[src/rtl/regfile_pkg.sv]
// Shared definitions for the multi-port register file.
//   clr_state_t : states of the bulk-clear sequencer
//   ZERO_IDX    : index of the hardwired-zero entry
//   field_lsb   : bit offset of field `port` inside a flattened per-port bus
package regfile_pkg;

    typedef enum logic [1:0] {
        CLR_IDLE  = 2'd0,
        CLR_CLEAR = 2'd1,
        CLR_DONE  = 2'd2
    } clr_state_t;

    localparam int ZERO_IDX = 0;

    // Ports are packed side by side; port k occupies [k*width +: width].
    function automatic int field_lsb(input int port, input int width);
        return port * width;
    endfunction

endpackage

[src/rtl/regfile_mp_if.sv]
// Bus bundle for regfile_mp.
//   rd_addr/rd_data/rd_pend : flattened read ports (port k in slice k)
//   wr_en/wr_addr/wr_data   : writeback port
//   pend_set/pend_addr      : issue-side scoreboard set
//   clr_start/busy/done     : bulk-clear control and status
//   clr_state               : clear sequencer state, debug visibility only
// Handshake: there is no ready path. A write or pend_set is taken on the
// rising edge where it is asserted unless clr_busy is high in that cycle,
// in which case it is silently dropped; clr_start is only honoured while
// the sequencer is idle (clr_busy and clr_done both low).
interface regfile_mp_if
    import regfile_pkg::*;
#(
    parameter int DATA_W = 32,
    parameter int ADDR_W = 5,
    parameter int NUM_RD = 2
) ();
    logic [NUM_RD*ADDR_W-1:0] rd_addr;
    logic [NUM_RD*DATA_W-1:0] rd_data;
    logic [NUM_RD-1:0]        rd_pend;
    logic                     wr_en;
    logic [ADDR_W-1:0]        wr_addr;
    logic [DATA_W-1:0]        wr_data;
    logic                     pend_set;
    logic [ADDR_W-1:0]        pend_addr;
    logic                     clr_start;
    logic                     clr_busy;
    logic                     clr_done;
    clr_state_t               clr_state;

    modport master (
        output rd_addr, wr_en, wr_addr, wr_data, pend_set, pend_addr, clr_start,
        input  rd_data, rd_pend, clr_busy, clr_done, clr_state
    );

    modport slave (
        input  rd_addr, wr_en, wr_addr, wr_data, pend_set, pend_addr, clr_start,
        output rd_data, rd_pend, clr_busy, clr_done, clr_state
    );
endinterface

[src/rtl/regfile_clear_seq.sv]
// Bulk-clear sequencer: walks every entry index once, one per clock.
//   clk, reset : clock, async active-high reset
//   clr_start  : start request, honoured only in IDLE
//   clr_busy   : high while sweeping (CLEAR)
//   clr_done   : single-cycle pulse after the last entry (DONE)
//   clr_we     : zero-write strobe for entry clr_idx
//   clr_idx    : entry being cleared this cycle
//   state      : current sequencer state (debug)
module regfile_clear_seq
    import regfile_pkg::*;
#(
    parameter int ADDR_W = 5
) (
    input  logic              clk,
    input  logic              reset,
    input  logic              clr_start,
    output logic              clr_busy,
    output logic              clr_done,
    output logic              clr_we,
    output logic [ADDR_W-1:0] clr_idx,
    output clr_state_t        state
);
    logic [ADDR_W-1:0] cnt;

    always_ff @(posedge clk or posedge reset) begin
        if (reset) begin
            state    <= CLR_IDLE;
            cnt      <= '0;
            clr_busy <= 1'b0;
            clr_done <= 1'b0;
        end else begin
            case (state)
                CLR_IDLE: begin
                    if (clr_start) begin
                        state    <= CLR_CLEAR;
                        cnt      <= '0;
                        clr_busy <= 1'b1;
                    end
                end
                CLR_CLEAR: begin
                    // Counter wraps to 0 naturally after the last entry.
                    cnt <= cnt + 1'b1;
                    if (cnt == '1) begin
                        state    <= CLR_DONE;
                        clr_busy <= 1'b0;
                        clr_done <= 1'b1;
                    end
                end
                CLR_DONE: begin
                    state    <= CLR_IDLE;
                    clr_done <= 1'b0;
                end
                default: begin
                    state    <= CLR_IDLE;
                    clr_busy <= 1'b0;
                    clr_done <= 1'b0;
                end
            endcase
        end
    end

    assign clr_we  = clr_busy;
    assign clr_idx = cnt;
endmodule

[src/rtl/regfile_mp.sv]
// Multi-read-port register file with hardwired zero entry, write-to-read
// bypass, per-entry pending (scoreboard) bits and a bulk-clear engine.
//   clk, reset : clock, async active-high reset (clears array and pending)
//   bus        : regfile_mp_if slave (read ports, write, pend_set, clear)
module regfile_mp
    import regfile_pkg::*;
#(
    parameter int DATA_W   = 32,
    parameter int ADDR_W   = 5,
    parameter int NUM_RD   = 2,
    parameter bit ZERO_REG = 1'b1,
    parameter bit BYPASS   = 1'b1
) (
    input logic         clk,
    input logic         reset,
    regfile_mp_if.slave bus
);
    localparam int DEPTH = 1 << ADDR_W;

    logic [DATA_W-1:0] mem [DEPTH];
    logic [DEPTH-1:0]  pend;

    logic              clr_busy;
    logic              clr_done;
    logic              clr_we;
    logic [ADDR_W-1:0] clr_idx;
    clr_state_t        clr_state;
    logic              wr_acc;
    logic              pend_acc;

    regfile_clear_seq #(.ADDR_W(ADDR_W)) u_clear (
        .clk       (clk),
        .reset     (reset),
        .clr_start (bus.clr_start),
        .clr_busy  (clr_busy),
        .clr_done  (clr_done),
        .clr_we    (clr_we),
        .clr_idx   (clr_idx),
        .state     (clr_state)
    );

    assign bus.clr_busy  = clr_busy;
    assign bus.clr_done  = clr_done;
    assign bus.clr_state = clr_state;

    assign wr_acc   = bus.wr_en && !clr_busy &&
                      !(ZERO_REG && bus.wr_addr == ADDR_W'(ZERO_IDX));
    assign pend_acc = bus.pend_set && !clr_busy &&
                      !(ZERO_REG && bus.pend_addr == ADDR_W'(ZERO_IDX));

    always_ff @(posedge clk or posedge reset) begin
        if (reset) begin
            for (int i = 0; i < DEPTH; i++) begin
                mem[i] <= '0;
            end
            pend <= '0;
        end else if (clr_we) begin
            mem[clr_idx]  <= '0;
            pend[clr_idx] <= 1'b0;
        end else begin
            if (wr_acc) begin
                mem[bus.wr_addr]  <= bus.wr_data;
                pend[bus.wr_addr] <= 1'b0;
            end
            // Placed after the write so a same-address set wins: a new
            // producer was issued while the old result retired.
            if (pend_acc) begin
                pend[bus.pend_addr] <= 1'b1;
            end
        end
    end

    for (genvar k = 0; k < NUM_RD; k++) begin : g_rd
        logic [ADDR_W-1:0] addr;
        logic              is_zero;
        logic [DATA_W-1:0] data;

        assign addr    = bus.rd_addr[field_lsb(k, ADDR_W) +: ADDR_W];
        assign is_zero = ZERO_REG && (addr == ADDR_W'(ZERO_IDX));

        always_comb begin
            data = mem[addr];
            if (is_zero) begin
                data = '0;
            end else if (BYPASS && wr_acc && bus.wr_addr == addr) begin
                data = bus.wr_data;
            end
        end

        assign bus.rd_data[field_lsb(k, DATA_W) +: DATA_W] = data;
        // Pending is never bypassed: decode sees the registered scoreboard.
        assign bus.rd_pend[k] = is_zero ? 1'b0 : pend[addr];
    end
endmodule
[src/flat_wrapper.sv]
// flat-port wrapper written by rule: the top's interface ports become plain ports
module regfile_mp_flat import regfile_pkg::*;
#(
    parameter int DATA_W   = 32,
    parameter int ADDR_W   = 5,
    parameter int NUM_RD   = 2,
    parameter bit ZERO_REG = 1'b1,
    parameter bit BYPASS   = 1'b1
)
  (clk, reset, bus_rd_addr, bus_wr_en, bus_wr_addr, bus_wr_data, bus_pend_set, bus_pend_addr, bus_clr_start, bus_rd_data, bus_rd_pend, bus_clr_busy, bus_clr_done, bus_clr_state);
  regfile_mp_if #(.DATA_W(DATA_W), .ADDR_W(ADDR_W), .NUM_RD(NUM_RD)) bus_i ();
  input logic clk;
  input logic reset;
  input wire logic [$bits(bus_i.rd_addr)-1:0] bus_rd_addr;
  input wire logic [$bits(bus_i.wr_en)-1:0] bus_wr_en;
  input wire logic [$bits(bus_i.wr_addr)-1:0] bus_wr_addr;
  input wire logic [$bits(bus_i.wr_data)-1:0] bus_wr_data;
  input wire logic [$bits(bus_i.pend_set)-1:0] bus_pend_set;
  input wire logic [$bits(bus_i.pend_addr)-1:0] bus_pend_addr;
  input wire logic [$bits(bus_i.clr_start)-1:0] bus_clr_start;
  output wire logic [$bits(bus_i.rd_data)-1:0] bus_rd_data;
  output wire logic [$bits(bus_i.rd_pend)-1:0] bus_rd_pend;
  output wire logic [$bits(bus_i.clr_busy)-1:0] bus_clr_busy;
  output wire logic [$bits(bus_i.clr_done)-1:0] bus_clr_done;
  output wire logic [$bits(bus_i.clr_state)-1:0] bus_clr_state;
  assign bus_i.rd_addr = bus_rd_addr;
  assign bus_i.wr_en = bus_wr_en;
  assign bus_i.wr_addr = bus_wr_addr;
  assign bus_i.wr_data = bus_wr_data;
  assign bus_i.pend_set = bus_pend_set;
  assign bus_i.pend_addr = bus_pend_addr;
  assign bus_i.clr_start = bus_clr_start;
  assign bus_rd_data = bus_i.rd_data;
  assign bus_rd_pend = bus_i.rd_pend;
  assign bus_clr_busy = bus_i.clr_busy;
  assign bus_clr_done = bus_i.clr_done;
  assign bus_clr_state = bus_i.clr_state;
  regfile_mp #(.DATA_W(DATA_W), .ADDR_W(ADDR_W), .NUM_RD(NUM_RD), .ZERO_REG(ZERO_REG), .BYPASS(BYPASS)) u_core (.clk(clk), .reset(reset), .bus(bus_i));
endmodule
[config.mk]
export PLATFORM = sky130hd
export DESIGN_NAME = regfile_mp_flat
export DESIGN_NICKNAME = d
export VERILOG_FILES = /design/src/rtl/regfile_pkg.sv /design/src/rtl/regfile_mp_if.sv /design/src/rtl/regfile_clear_seq.sv /design/src/rtl/regfile_mp.sv /design/src/flat_wrapper.sv
export SDC_FILE = /design/constraint.sdc
export NUM_CORES = 2
export LEC_CHECK = 0
export BUFFER_PORTS_ARGS = -buffer_cell sky130_fd_sc_hd__buf_2
export CAP_MARGIN = 10
export CORE_MARGIN = 5
export CORE_UTILIZATION = 35
export DETAILED_ROUTE_END_ITERATION = 16
export GPL_TIMING_DRIVEN = 0
export PLACE_DENSITY = 0.5
export SYNTH_ARGS = -nofsm -noshare
export SYNTH_HDL_FRONTEND = slang
export SYNTH_HIERARCHICAL = 1
export SYNTH_SLANG_ARGS = --single-unit
[constraint.sdc]
create_clock -name clk -period 96.1 [get_ports clk]
set_input_delay 4.805 -clock clk [delete_from_list [all_inputs] [get_ports clk]]
set_output_delay 4.805 -clock clk [all_outputs]
set_load 0.01 [all_outputs]
---- Word-level counts from Yosys, hierarchy flattened ----
Index checks and enable logic that the tools add are counted.
word-level totals
  input bits .............................. 57
  word-level logic and storage cells ...... 140
  bits in registers ....................... 1,065
  output and inout port bits .............. 70
cells by class
  $add $sub $neg .......................... 1
  reductions and logical operators ........ 25
  equality and inequality tests ........... 7
  multiplexer cells ....................... 43
  order comparisons ....................... 14
  bitwise logic cells ..................... 13
operators with widths
  operator                count
  $mux W1024              2
  $and A1024 B1024 Y1024  1
  $bwmux W1024            1
  $not A1024 Y1024        1
  $mux W32                14
  $bmux W32 S5            2
  $demux W32 S5           2
  $and A32 B32 Y32        2
  $not A32 Y32            2
  $or A32 B32 Y32         1
  $lt A5 B6 Y1 const B    5
  $ge A6 B6 Y1 const B    4
  $not A5 Y6              4
  $logic_not A5 Y1        4
  $demux W1 S5            3
  $ge A5 B1 Y1 const B    3
  $lt A6 B1 Y1 const B    2
  $logic_and A1 B1 Y1     11
  $bmux W1 S5             2
  $eq A5 B5 Y1            2
  $mux W1                 10
  $pmux W5 S2             1
  $reduce_and A2 Y1       3
  $add A5 B1 Y5 const B   1
  14 further kinds        20

---- Logic depth before layout (Yosys ltp) ----
  depth after elaboration ................. 11
  depth in mapped cells ................... 11
  mapped depth without buffers ............ 6

---- Cells and area by module ----
The synthesis kept the hierarchy.
modules (own cells, without submodules)
  module             seq. area each (um^2)  area each (um^2)  cells an instance  instances
  regfile_mp         26,425.3               56,787.0          4,586              1
  regfile_clear_seq  225.2                  411.6             38                 1

---- Least setup slack after synthesis ----
OpenSTA, ideal clock, no wires.
  kind .................................... in2out
  start point ............................. input bus_rd_addr[0]
  end point ............................... output bus_rd_data[2]
  cell stages on the path ................. 7
  slack ................................... 84.901 ns
  required time ........................... 91.295 ns
  path buffers ............................ 3
  arrival time ............................ 6.394 ns
  path through ............................ buf_6 buf_12 buf_8 mux4_2 a22oi_1 a21oi_1 a221o_1
between the ends
  word-level cells in the longest chain between the ends .. 6
  elaborated cells between the ends (all ways) .. 9
  those cells by class .................... eq/ne: 1; mux: 5; bitwise: 1; reduce/logical: 2
ends and longest elaborated chain
  element                                      line                RTL
  start: declaration                           flat_wrapper.sv:14  input wire logic [$bits(bus_i.rd_addr)-1:0] bus_rd_addr;
  $not A5 Y6 (implied by the code)             regfile_mp.sv:82    data = mem[addr];
  $bmux W32 S5                                 regfile_mp.sv:82
  $mux W32 (implied by the code) (2 in a row)  regfile_mp.sv:82
  $mux W32                                     regfile_mp.sv:85    end else if (BYPASS && wr_acc && bus.wr_addr == addr) begin
  $mux W32 *                                   regfile_mp.sv:83    if (is_zero) begin
  end: declaration                             flat_wrapper.sv:21  output wire logic [$bits(bus_i.rd_data)-1:0] bus_rd_data;
Mark *: on every way between the ends. The rest lies on a longest branch, timed or not. The select of a mux whose other input is x is not followed.

---- Final worst setup path ----
  start point ............................. input bus_rd_addr[2]
  end point ............................... output bus_rd_data[14]
Same word-level chain as after synthesis.

==> results.json <==
{
  "vias": 53842,
  "reg2reg_depth": 7,
  "path_max_fanout": 11,
  "clockPowerShare_pct": 30.5,
  "slew_headroom_pct": -5.841,
  "cts_tree": "done",
  "outcome": "finished, violations left",
  "fillers": 15705,
  "tightest_slew_ns": 1.588,
  "track_usage_pct": 43.36,
  "insertion_delay_ns": 0.79,
  "cts_resized": 0,
  "finalMaxSlewViolations": 44,
  "skew_ns": 0.02529,
  "maxClockFrequency_mhz": 67.30,
  "fp.dieH_um": 414.3,
  "ys.flop_type": "dfrtp_1",
  "worstPathCellList": "buf_2 > buf_4 > buf_4 > buf_2 > nor3b_1 > a22oi_1 > o211ai_1 > nor2_1 > nor3_1 > buf_2",
  "num_rows": 148,
  "grt_pass1_wl_um": 494400,
  "synth.avg_cell_area_um2": 12.37,
  "hold_path_end": "u_core/pend[11]",
  "setup_viol": 0,
  "drt_iter0_drc": 10310,
  "syn_to_final_growth_pct": 14.93,
  "path_clk_slew_ns": 0.05,
  "cts_root_buf": "clkbuf_16",
  "ys_seq_area_share_pct": 46.59,
  "hold_class": "flop to flop",
  "grt_overflow": 0,
  "dieArea_um2": 171600,
  "hold_viol": 0,
  "p_sw_share_pct": 36.43,
  "worstHoldStart": "u_core/pend[11]",
  "synth-seq-cells": 1065,
  "period_share_pct": 15.46,
  "coreArea_um2": 162600,
  "cellPowerDensity_nw_per_um2": 26.41,
  "async_reset_ff_share_pct": 100.0,
  "port_buffers": 86,
  "reg2reg_to": "u_core/mem[878]",
  "cp.required_ns": 91.29,
  "crit_buf_inv": 5,
  "seqPwrFrac_pct": 40.5,
  "start_util_pct": 35.18,
  "ctsLongestPathBuffers": 3,
  "tns_ns": 0,
  "vias_per_cell": 7.485,
  "clock_sinks": 1065,
  "cp_top_family": "buffers and inverters",
  "wirelength_um": 386200,
  "grtUsageMet3_pct": 21.04,
  "postCtsHoldBufs": 0,
  "netlist_instances": 4624,
  "dpl.hpwl_um": 277400,
  "start_kind": "input pin",
  "yosys.cell_types.count": 82,
  "post_cts_buffers": 0,
  "slowest_delay_ns": 1.08,
  "nNetsFinal": 4950,
  "intPower_mw": 1.104,
  "grt-busiest-layer": "met2",
  "peakVddDrop_mv": 0.01708,
  "grt_max_degree": 120,
  "rsz0062_at_grt": "false",
  "r2r_slack_ns": 91.51,
  "drt_pass1_iterations": 8,
  "die_x_um": 414.3,
  "drive_above_1_share_pct": 18.58,
  "reg2reg_from": "u_core/u_clear/clr_busy",
  "htreeDepth": 4,
  "pwr-share-comb_pct": 29.0,
  "synth_edf_count": 0,
  "p_leak_nw": 28.99,
  "numCtsBuffers": 130,
  "synth_area_um2": 57200,
  "antenna_found_initial": 34,
  "holdWs_ns": 0.5097,
  "drc": 0,
  "met1_usage_pct": 51.93,
  "gp_congestion": 1.103,
  "crit_slowest_cell": "nor3b_1",
  "switching_power_mw": 0.6324,
  "synth_fp_nets": 4683,
  "end_kind": "output port",
  "violations": "capacitance limit, slew limit",
  "antenna_left": 0,
  "crit_start": "bus_rd_addr[2]",
  "crit_path_frequent_cell": "buf_2",
  "path_class": "input pin to output port",
  "routedWlPerCell_um": 53.69,
  "drv_cap": 8,
  "met2_usage_pct": 57.19,
  "synth_warnings": 6,
  "pin_count": 127,
  "critPathArrivalTime_ns": 10.05,
  "first_global_vias": 49522,
  "finalCriticalPeriod_ns": 14.86,
  "min_path_cells": 2
}
[layer usage]
metal  up-vias  part of all wire, %  wire [um]
li1      18803                    -          -
met1     28154                   35     134100
met2      5406                   39     150000
met3      1465                   15      58340
met4        14                   11      43630
met5         -                0.037        144
[flip-flops by register name, summed over array words and instances, names as in the netlist]
register                 cells
u_core/u_clear/state         2
u_core/mem                1024
u_core/u_clear/clr_idx       5
u_core/u_clear/clr_done      1
u_core/pend                 32
u_core/u_clear/clr_busy      1
[logic make-up (layout without fill, tap and decap cells)]
group                    count (synthesis)  after routing  share of synthesized area (%)
buffers and inverters                  585            951                          5.344
multiplexers                           735            735                          20.77
AND/OR/NAND/NOR                        676            676                          5.567
adder cells (fa/ha/maj)                  2              2                        0.04374
XOR/XNOR                                10             10                         0.1531
other                                    0             28                              0
flip-flops                            1065           1065                          46.59
AO/OA/AOI/OAI                         1551           1551                          21.53
[cell usage in the layout, fill, tap and decap left out, types with 31 or more instances in the layout]
cell type,Yosys,final
dfrtp_1,1065,1065
a22o_1,920,920
mux2i_1,372,372
clkbuf_1,358,367
mux4_2,348,348
nand2_1,305,305
buf_2,83,175
o21ai_0,144,144
clkbuf_16,0,133
nor2_1,113,113
a21oi_1,104,103
a221oi_1,89,89
nor3_1,69,67
a22oi_1,64,64
o22ai_1,62,62
buf_6,38,47
o211ai_1,46,46
buf_8,22,39
buf_1,40,38
and2_1,38,38
nand2b_1,31,31
[worst max-delay path by stage]
stage | to | cells after the start
3_5_place_dp | bus_rd_data[17] | 9
5_1_grt | bus_rd_data[14] | 10
4_1_cts | bus_rd_data[17] | 9
2_1_floorplan | u_core/mem[0] | 1
6_report | bus_rd_data[14] | 10
3_3_place_gp | u_core/mem[473] | 2
[power by group through the flow]
stage               Clock [mW]  Combinational (mW)  Sequential, mW
floorplan                    0               0.299           0.658
global placement             0               0.470           0.698
detailed placement           0               0.479           0.697
CTS                      0.531               0.481           0.693
global route             0.549               0.507           0.711
finish                   0.530               0.504           0.703
[area by class of cell]
type	instances	area, um2	share of cell area [%]
Tap cell	2175	2721	4.140
Timing Repair Buffer	135	1250	1.901
Sequential cell	1065	26650	40.54
Antenna cell	28	70.07	0.1066
Buffer	574	3039	4.623
Clock inverter	49	695.7	1.058
Clock buffer	182	3742	5.693
Multi-Input combinational cell	2974	27520	41.86
Inverter	11	48.80	0.07423
[Yosys cell counts, drive strengths merged (3+ instances only)]
cell type	number	share of area, %
dfrtp	1065	47
a22o	920	14
a22oi	64	0.84
nor3b	16	0.25
a41oi	5	0.077
buf	216	2.9
a211oi	18	0.24
a211o	4	0.061
inv	10	0.066
nor2b	15	0.16
a221o	28	0.49
o21bai	7	0.098
mux2	5	0.098
nand2	305	2.0
and2	41	0.45
nand3	24	0.21
nor4	8	0.11
nor2	120	0.82
or2	11	0.12
a311oi	7	0.11
a21oi	104	0.91
a32oi	5	0.077
or4	3	0.039
nor3	70	0.62
a221oi	90	1.4
and3	10	0.11
mux2i	372	6.5
o22ai	62	0.68
nand3b	7	0.092
nand2b	31	0.34
o211ai	46	0.60
and3b	4	0.061
o21ai	157	1.4
clkbuf	358	2.3
a31oi	8	0.088
xor2	10	0.15
mux4	358	14
o31ai	5	0.066
[worst min-delay path, cell delays in order (launching register included)]
cell and delay, ns:
dfrtp_1 0.35, nand2_1 0.06, o21ai_0 0.06
[per-stage QoR]
step,power (mW),instance area [um2],utilization [%],cells,setup slack (ns)
after floorplan,0.9570,57200,-,4624,61.57
after global placement,1.168,60350,37.12,6885,47.21
after detailed placement,1.176,61180,37.63,6929,81.81
after CTS,1.704,65620,40.36,7160,81.81
after global routing,1.767,65670,40.39,7166,81.74
final,1.736,65740,40.43,7193,81.24
Note: power is estimated with default switching activity, not from simulation.
